### config.mk
export PLATFORM = sky130hd
export DESIGN_NAME = alu_status_reg_flat
export DESIGN_NICKNAME = d
export VERILOG_FILES = /design/src/rtl/alu_status_reg_if.sv /design/src/rtl/alu_status_reg.sv /design/src/flat_wrapper.sv
export SDC_FILE = /design/constraint.sdc
export NUM_CORES = 1
export LEC_CHECK = 0
export ABC_AREA = 1
export CORE_MARGIN = 2
export CORE_UTILIZATION = 53
export CTS_CLUSTER_DIAMETER = 150
export DETAILED_ROUTE_END_ITERATION = 12
export HOLD_SLACK_MARGIN = 0.05
export PLACE_DENSITY_LB_ADDON = 0.05
export RECOVER_POWER = 100
export SETUP_SLACK_MARGIN = 0.15
export SLEW_MARGIN = 20
export SYNTH_ARGS = -nofsm -noshare
export SYNTH_HDL_FRONTEND = slang
export SYNTH_SLANG_ARGS = --single-unit
### constraint.sdc
create_clock -name i_clk -period 3.75 [get_ports i_clk]
set_input_delay 0.75 -clock i_clk [delete_from_list [all_inputs] [get_ports i_clk]]
set_output_delay 0.75 -clock i_clk [all_outputs]
set_load 0.01 [all_outputs]
### src/rtl/alu_status_reg_if.sv
// Valid/ready stream carrying one ALU result word and its {OF, CF, ZF, BF} flag vector.
// The master drives valid/result/flags; the slave drives ready.
interface alu_status_reg_if #(
  parameter int unsigned BITS = 8
);
  logic            valid;
  logic            ready;
  logic [BITS-1:0] result;
  logic [3:0]      flags;

  modport master (output valid, output result, output flags, input ready);
  modport slave  (input valid, input result, input flags, output ready);
endinterface

### src/rtl/alu_status_reg.sv
// Two-entry skid buffer for ALU result/flag words, with sticky flag bits and a
// saturating counter of accepted words that carry BF.
module alu_status_reg #(
  parameter int unsigned BITS  = 8,
  parameter int unsigned CNT_W = 8
) (
  input  logic               i_clk,
  input  logic               i_rst,
  alu_status_reg_if.slave    up,
  alu_status_reg_if.master   dn,
  input  logic               i_clear,
  output logic [3:0]         o_sticky,
  output logic [CNT_W-1:0]   o_bf_count
);

  typedef enum logic [1:0] {StEmpty, StOne, StTwo} state_e;

  localparam logic [CNT_W-1:0] CntMax = '1;

  state_e            state_q, state_d;
  logic              valid_q, valid_d;
  logic              ready_q, ready_d;
  logic [BITS-1:0]   head_result_q, head_result_d;
  logic [3:0]        head_flags_q, head_flags_d;
  logic [BITS-1:0]   skid_result_q, skid_result_d;
  logic [3:0]        skid_flags_q, skid_flags_d;
  logic [3:0]        sticky_q, sticky_d;
  logic [CNT_W-1:0]  cnt_q, cnt_d;

  logic              accept;
  logic              emit;
  logic [CNT_W-1:0]  cnt_base;

  assign accept = up.valid && ready_q;
  assign emit   = valid_q && dn.ready;

  always_comb begin
    state_d       = state_q;
    head_result_d = head_result_q;
    head_flags_d  = head_flags_q;
    skid_result_d = skid_result_q;
    skid_flags_d  = skid_flags_q;
    unique case (state_q)
      StEmpty: begin
        if (accept) begin
          head_result_d = up.result;
          head_flags_d  = up.flags;
          state_d       = StOne;
        end
      end
      StOne: begin
        if (accept && emit) begin
          head_result_d = up.result;
          head_flags_d  = up.flags;
        end else if (accept) begin
          skid_result_d = up.result;
          skid_flags_d  = up.flags;
          state_d       = StTwo;
        end else if (emit) begin
          state_d = StEmpty;
        end
      end
      StTwo: begin
        // ready_q is low here, so only an emit can happen
        if (emit) begin
          head_result_d = skid_result_q;
          head_flags_d  = skid_flags_q;
          state_d       = StOne;
        end
      end
      default: state_d = StEmpty;
    endcase
    valid_d = (state_d != StEmpty);
    ready_d = (state_d != StTwo);
  end

  always_comb begin
    sticky_d = i_clear ? 4'b0000 : sticky_q;
    if (accept) begin
      sticky_d = sticky_d | up.flags;
    end
    cnt_base = i_clear ? '0 : cnt_q;
    cnt_d    = cnt_base;
    if (accept && up.flags[0] && (cnt_base != CntMax)) begin
      cnt_d = cnt_base + CNT_W'(1);
    end
  end

  always_ff @(posedge i_clk) begin
    if (i_rst) begin
      state_q       <= StEmpty;
      valid_q       <= 1'b0;
      ready_q       <= 1'b0;
      head_result_q <= '0;
      head_flags_q  <= '0;
      skid_result_q <= '0;
      skid_flags_q  <= '0;
      sticky_q      <= '0;
      cnt_q         <= '0;
    end else begin
      state_q       <= state_d;
      valid_q       <= valid_d;
      ready_q       <= ready_d;
      head_result_q <= head_result_d;
      head_flags_q  <= head_flags_d;
      skid_result_q <= skid_result_d;
      skid_flags_q  <= skid_flags_d;
      sticky_q      <= sticky_d;
      cnt_q         <= cnt_d;
    end
  end

  assign up.ready   = ready_q;
  assign dn.valid   = valid_q;
  assign dn.result  = head_result_q;
  assign dn.flags   = head_flags_q;
  assign o_sticky   = sticky_q;
  assign o_bf_count = cnt_q;

endmodule
### src/flat_wrapper.sv
// flat-port wrapper written by rule: the top's interface ports become plain ports
module alu_status_reg_flat 
#(
  parameter int unsigned BITS  = 8,
  parameter int unsigned CNT_W = 8
)
  (i_clk, i_rst, i_clear, o_sticky, o_bf_count, up_valid, up_result, up_flags, up_ready, dn_valid, dn_result, dn_flags, dn_ready);
  alu_status_reg_if #(.BITS(BITS)) up_i ();
  alu_status_reg_if #(.BITS(BITS)) dn_i ();
  input  logic i_clk;
  input  logic i_rst;
  input  logic i_clear;
  output logic [3:0] o_sticky;
  output logic [CNT_W-1:0] o_bf_count;
  input wire logic [$bits(up_i.valid)-1:0] up_valid;
  input wire logic [$bits(up_i.result)-1:0] up_result;
  input wire logic [$bits(up_i.flags)-1:0] up_flags;
  output wire logic [$bits(up_i.ready)-1:0] up_ready;
  output wire logic [$bits(dn_i.valid)-1:0] dn_valid;
  output wire logic [$bits(dn_i.result)-1:0] dn_result;
  output wire logic [$bits(dn_i.flags)-1:0] dn_flags;
  input wire logic [$bits(dn_i.ready)-1:0] dn_ready;
  assign up_i.valid = up_valid;
  assign up_i.result = up_result;
  assign up_i.flags = up_flags;
  assign up_ready = up_i.ready;
  assign dn_valid = dn_i.valid;
  assign dn_result = dn_i.result;
  assign dn_flags = dn_i.flags;
  assign dn_i.ready = dn_ready;
  alu_status_reg #(.BITS(BITS), .CNT_W(CNT_W)) u_core (.i_clk(i_clk), .i_rst(i_rst), .up(up_i), .dn(dn_i), .i_clear(i_clear), .o_sticky(o_sticky), .o_bf_count(o_bf_count));
endmodule
==> reports/results.ini, run 1 <==
[status]
status = finished, final reports clean

[layout]
fin_nets = 315
syn_to_final_growth_pct = 24.7
diodes = 0
fillers = 325
drive_gt1_share_pct = 4.38

[synthesis]
synth_area_um2 = 1810
synth_cell_types = 28
ys.flop_type = dfxtp_1
yosysTopAreaCell = dfxtp_1
synth_edf_count = 0
yosysSeqAreaShare_pct = 44.4
synthCells = 258
netlist.area_leader.share_pct = 44.4
synth_nets = 276
async_flop_share_pct = 0
synth.area.top_cells = dfxtp_1 44%, nand2_1 11%, nor2_1 10%
post-synth-top-count-cell = nand2_1
postSynthAreaPerCell_um2 = 7.00
synthTopCellsByCount = 54 x nand2_1, 48 x nor2_1, 40 x dfxtp_1, 29 x o21ai_0, 21 x inv_1
yosys_warnings = 0
synth-seq-cells = 40

[worst_setup_path]
worst-path-max-fanout = 13
path_depth = 9
cpLargestDelayFamily = buffers and inverters
cp.required_ns = 3.99
end_kind = flop
worstPathArrival_ns = 2.89
start_kind = primary input
cp_num_buf_inv = 4
cp_slowest_cell = dlygate4sd3_1
crit_path_frequent_cell = nor2_1
path_class = primary input to flop
cpPeakStageDelay_ns = 0.54
r2r_slack_ns = 1.73
reg2regPathDepth = 8
crit_chain = dlygate4sd3_1 > nand2_1 > inv_1 > nor2_1 > clkinv_1 > nand3_1 > inv_1 > nor2_1 > nor2_1

[timing]
relSlewSlack_pct = 49.6
timing.final.ws_setup_ns = 1.10
max_freq_mhz = 377
worst_pin_slew_ns = 0.755
fin_crit_sh_pct = 70.7
rsz0062_at_grt = false
fin_crit_ns = 2.65
setup_viol = 0
worst_clock_skew_ns = 0.00703
tns_ns = 0
hold_violations = 0
slew_violations = 0

[pwr]
power.share.clock_pct = 26.0
p_comb_share_pct = 15.4
swShare_pct = 27.1
pwr_density_cell_nw_per_um2 = 347
ir_drop_mv = 0.241
p_int_w = 0.000569
switchingPower_w = 0.000211
power.leakage_nw = 0.988
seqPwrFrac_pct = 58.6

[route]
dr.first_iter.drc_count = 118
routed_via_density = 4.92
drtAntennaViolNets = 0
drt_wl_total_um = 3840
vias = 1689
first_pass_iters = 4
wl_per_cell_um = 11.2
drc = 0

[floorplanning]
ios = 43
dieWidth_um = 62.4
initial_core_util_pct = 54.5
die_height_um = 62.4
die-area_um2 = 3890
coreArea_um2 = 3310
core.rowCount = 21

[clock_tree]
cts_made_buffers = 5
cts_hold_buf = 0
cts-root-buf = clkbuf_4
clock_sinks = 40
tritoncts = done
cts_buffer_depth = 2
post_cts_buffers = 0
cts_max_level = 2
cts.clk_slew.worst_paths_ns = 0.12
cts_resized = 0
clk_latency_ns = 0.34

[grt]
grt_pass1_vias = 1426
grt_overflow_total = 0
grt_start_max_net_pins = 32
antenna_found_initial = 0
grt_pass1_wl_um = 6460
track_usage_pct = 21.2

[hold_path]
hold_path.class = flop to flop
hold_depth = 2

[place]
gp_congestion = 0.804
place.port_buffers = 42
dp_slack_ns = 1.24
post-dp-hpwl_um = 2820

[job]
drv_cap = 0

[flip-flops by register name, summed over array words and instances, names as in the netlist]
| register | cells |
|---|---|
| u_core.dn.flags | 4 |
| u_core.dn.result | 8 |
| u_core.dn.valid | 1 |
| u_core.o_bf_count | 8 |
| u_core.o_sticky | 4 |
| u_core.skid_flags_q | 4 |
| u_core.skid_result_q | 8 |
| u_core.state_q | 2 |
| u_core.up.ready | 1 |
[placed cells by master (no fill, tap or decap), types with 3 or more instances in the layout]
| cell | instances |
|---|---|
| dlygate4sd3_1 | 29 |
| a21oi_1 | 16 |
| clkdlybuf4s50_1 | 13 |
| clkbuf_4 | 5 |
| nor3_1 | 3 |
| nand2_1 | 55 |
| o21ai_1 | 4 |
| dfxtp_1 | 40 |
| nor2_1 | 50 |
| inv_1 | 23 |
| o21ai_0 | 29 |
| nand3_1 | 16 |
[layer usage]
metal	global-route usage [%]	vias up	part of all wire, %
li1	-	902	-
met3	5.43	2	4.7
met1	27.5	749	50
met4	8.33	0	0.91
met2	34.1	36	45
met5	0	-	0
[cell families after synthesis]
| family | Yosys count | synth area share, % |
|---|---|---|
| simple gates | 129 | 30.6 |
| compound gates | 52 | 15.1 |
| flops | 40 | 44.4 |
| buf+inv | 35 | 8.80 |
| xor+xnor | 1 | 0.485 |
| fa+ha+maj | 1 | 0.693 |
[worst paths after layout]
| check | end | from |
|---|---|---|
| worst max-delay path | u_core.dn.result[6]$_SDFFE_PP0P_ | up_valid |
| worst min-delay path | u_core.skid_result_q[1]$_SDFFE_PP0P_ | u_core.skid_result_q[1]$_SDFFE_PP0P_ |
| worst max register to register | u_core.dn.result[6]$_SDFFE_PP0P_ | u_core.up.ready$_SDFF_PP0_ |
| worst min register to register | u_core.skid_result_q[1]$_SDFFE_PP0P_ | u_core.skid_result_q[1]$_SDFFE_PP0P_ |
[tightest hold or removal path, stage by stage (launching register included)]
cell     delay (ns)
dfxtp_1        0.32
inv_1          0.05
a21oi_1        0.05
[layout make-up]
cell class	instances	area [um^2]	area share [%]
repair buffers	42	420	18.7
clock inverters	2	12.5	0.556
clock buffers	5	37.5	1.67
multi-input cells	183	830	36.8
inverters	25	93.8	4.17
flip-flops and latches	40	801	35.6
well taps	46	57.6	2.56
[per-stage QoR]
| step | area, um^2 | power, W | std cells | hold WS, ns | util (%) |
|---|---|---|---|---|---|
| 6_report | 2250 | 0.000781 | 343 | 0.455 | 68.0 |
| 2_1_floorplan | 1810 | 0.000537 | 258 | 0.425 | - |
| 4_1_cts | 2270 | 0.000799 | 343 | 0.460 | 68.5 |
| 3_3_place_gp | 2220 | 0.000594 | 336 | 0.435 | 67.0 |
| 5_1_grt | 2250 | 0.000833 | 343 | 0.480 | 68.0 |
| 3_5_place_dp | 2220 | 0.000597 | 336 | 0.444 | 67.0 |
[power by group through the flow]
stage | clock network [W] | registers [W] | logic [W]
6_report | 0.000203 | 0.000457 | 0.000120
4_1_cts | 0.000212 | 0.000459 | 0.000129
5_1_grt | 0.000239 | 0.000461 | 0.000133
3_5_place_dp | 0 | 0.000468 | 0.000129
2_1_floorplan | 0 | 0.000474 | 0.0000626
3_3_place_gp | 0 | 0.000467 | 0.000127
No activity file was read; power rests on OpenSTA's default activity.
==> run 2, diff against run 1 <==
--- a/config.mk
+++ b/config.mk
@@ -7,7 +7,7 @@
 export LEC_CHECK = 0
 export ABC_AREA = 1
 export CORE_MARGIN = 2
-export CORE_UTILIZATION = 53
+export CORE_UTILIZATION = 49
 export CTS_CLUSTER_DIAMETER = 150
 export DETAILED_ROUTE_END_ITERATION = 12
 export HOLD_SLACK_MARGIN = 0.05
==> constraint.sdc (replaced) <==
create_clock -name i_clk -period 2.7 [get_ports i_clk]
set_input_delay 0.54 -clock i_clk [delete_from_list [all_inputs] [get_ports i_clk]]
set_output_delay 0.54 -clock i_clk [all_outputs]
set_load 0.01 [all_outputs]
==> reports/results.ini, run 2 (synthesized netlist as in run 1, its figures left out) <==
[route]
wl_per_cell_um = 11.2  ; +0.24%
routed_via_density = 4.93  ; about the same
drc = 0  ; unchanged
drt_wl_total_um = 3890  ; +1.4%
drtAntennaViolNets = 0  ; unchanged
first_pass_iters = 4  ; unchanged
vias = 1710  ; +1.2%
dr.first_iter.drc_count = 87  ; -26%

[place]
post-dp-hpwl_um = 2810  ; -0.34%
place.port_buffers = 42  ; unchanged
gp_congestion = 0.832  ; +3.5%
dp_slack_ns = 0.439  ; -0.801 ns

[timing]
slew_violations = 0  ; unchanged
max_freq_mhz = 456
relSlewSlack_pct = 46.1  ; -3.5 points
hold_violations = 0  ; unchanged
fin_crit_sh_pct = 81.3
rsz0062_at_grt = false
tns_ns = 0  ; unchanged
worst_clock_skew_ns = 0.00671  ; -0.000312 ns
timing.final.ws_setup_ns = 0.506  ; -0.593 ns
setup_viol = 0  ; unchanged
worst_pin_slew_ns = 0.802  ; +0.0465 ns
fin_crit_ns = 2.19

[worst_setup_path]
cp_slowest_cell = nor3_1
end_kind = flop
crit_path_frequent_cell = nand2_1
crit_chain = clkdlybuf4s50_1 > nand2_1 > nand2_1 > nor3_1 > inv_2 > o21ai_0 > a21oi_1
path_class = primary input to flop
path_depth = 7  ; -2
start_kind = primary input
cpLargestDelayFamily = simple AND/OR/NAND/NOR gates
cpPeakStageDelay_ns = 0.63  ; +0.09 ns
worstPathArrival_ns = 2.36  ; -0.53 ns
cp_num_buf_inv = 2  ; -2
r2r_start = u_core.state_q[1]$_SDFF_PP0_
crit_path_start = dn_ready
worst-path-max-fanout = 17  ; +4
reg2regPathDepth = 6  ; -2
cp.required_ns = 2.86  ; -1.13 ns

[layout]
syn_to_final_growth_pct = 28.2
layout_common_cells = 54 x nand2_1, 50 x nor2_1, 40 x dfxtp_1
drive_gt1_share_pct = 5.35  ; +0.97 points
fin_nets = 316  ; +0.32%
layout.cells.most_common = nand2_1
diodes = 0  ; unchanged

[grt]
antenna_found_initial = 0  ; unchanged
grt_start_max_net_pins = 32  ; unchanged
track_usage_pct = 21.0  ; -0.21 points
grt_pass1_vias = 1557  ; +9.2%
grt_overflow_total = 0  ; unchanged
grt_pass1_wl_um = 6980  ; +8.1%

[floorplanning]
core.rowCount = 22  ; +4.8%
die_height_um = 64.7  ; +3.7%
initial_core_util_pct = 50.1  ; -4.5 points
die-area_um2 = 4190  ; +7.6%
dieWidth_um = 64.7  ; +3.7%
ios = 43  ; unchanged
coreArea_um2 = 3610  ; +8.9%

[job]
drv_cap = 0  ; unchanged

[clock_tree]
clk_latency_ns = 0.29  ; -0.05 ns
cts.clk_slew.worst_paths_ns = 0.08  ; -0.04 ns
cts_max_level = 2  ; unchanged
tritoncts = done
post_cts_buffers = 0  ; unchanged
clock_sinks = 40  ; unchanged
cts_made_buffers = 5  ; unchanged
cts-root-buf = clkbuf_8
cts_resized = 0  ; unchanged
cts_hold_buf = 0  ; unchanged
cts_buffer_depth = 2  ; unchanged

[pwr]
power.leakage_nw = 1.02  ; +3.6%
ir_drop_mv = 0.320  ; +33%
total_power_w = 0.00128  ; +64%
pwr_density_cell_nw_per_um2 = 553  ; +60%

[hold_path]
min_from = u_core.skid_result_q[2]$_SDFFE_PP0P_
hold_depth = 2  ; unchanged
hold_path.class = flop to flop

[status]
status = finished, final reports clean

-- run 2: tightest hold or removal path, cell delays in order, from the launching register on --
cell	delay, ns
dfxtp_1	0.30
inv_1	0.05
a21oi_1	0.05
-- run 2: metal layers --
metal  GRT usage [%]  vias up  part of all wire, %
li1                -      903                    -
met1            28.6      754                   50
met2            34.3       48                   44
met3            3.82        5                  4.8
met4            5.59        0                 0.80
met5               0        -                    0
-- run 2: power breakdown --
| group | internal [W] | total, W | leakage [nW] | switching, W |
|---|---|---|---|---|
| Clock | 0.000273 | 0.000478 | 0.0541 | 0.000205 |
| Sequential | 0.000620 | 0.000635 | 0.326 | 0.0000154 |
| Combinational | 0.0000767 | 0.000167 | 0.643 | 0.0000905 |
| Total | 0.000970 | 0.00128 | 1.02 | 0.000311 |
-- run 2: final cells by class --
type | instances | area, um^2
well taps | 48 | 60.1
clock inverters | 3 | 42.5
fillers | 341 | 1290
multi-input cells | 183 | 821
flip-flops and latches | 40 | 801
clock buffers | 5 | 68.8
inverters | 25 | 93.8
repair buffers | 43 | 428
-- run 2: path summary, 6_finish.rpt --
path                                          end  slack [ns]
max          u_core.skid_result_q[7]$_SDFFE_PP0P_        0.51
min          u_core.skid_result_q[2]$_SDFFE_PP0P_        0.45
max reg2reg      u_core.dn.result[0]$_SDFFE_PP0P_        0.78
min reg2reg  u_core.skid_result_q[2]$_SDFFE_PP0P_        0.45
-- run 2: stage by stage --
stage | utilization, % | instance area [um^2] | hold slack [ns] | std cells
3_3_place_gp | 61.8 | 2230 | 0.432 | 339
5_1_grt | 64.2 | 2310 | 0.484 | 347
3_5_place_dp | 61.8 | 2230 | 0.440 | 339
4_1_cts | 64.9 | 2340 | 0.451 | 347
2_1_floorplan | - | 1810 | 0.425 | 258
6_report | 64.2 | 2310 | 0.447 | 347
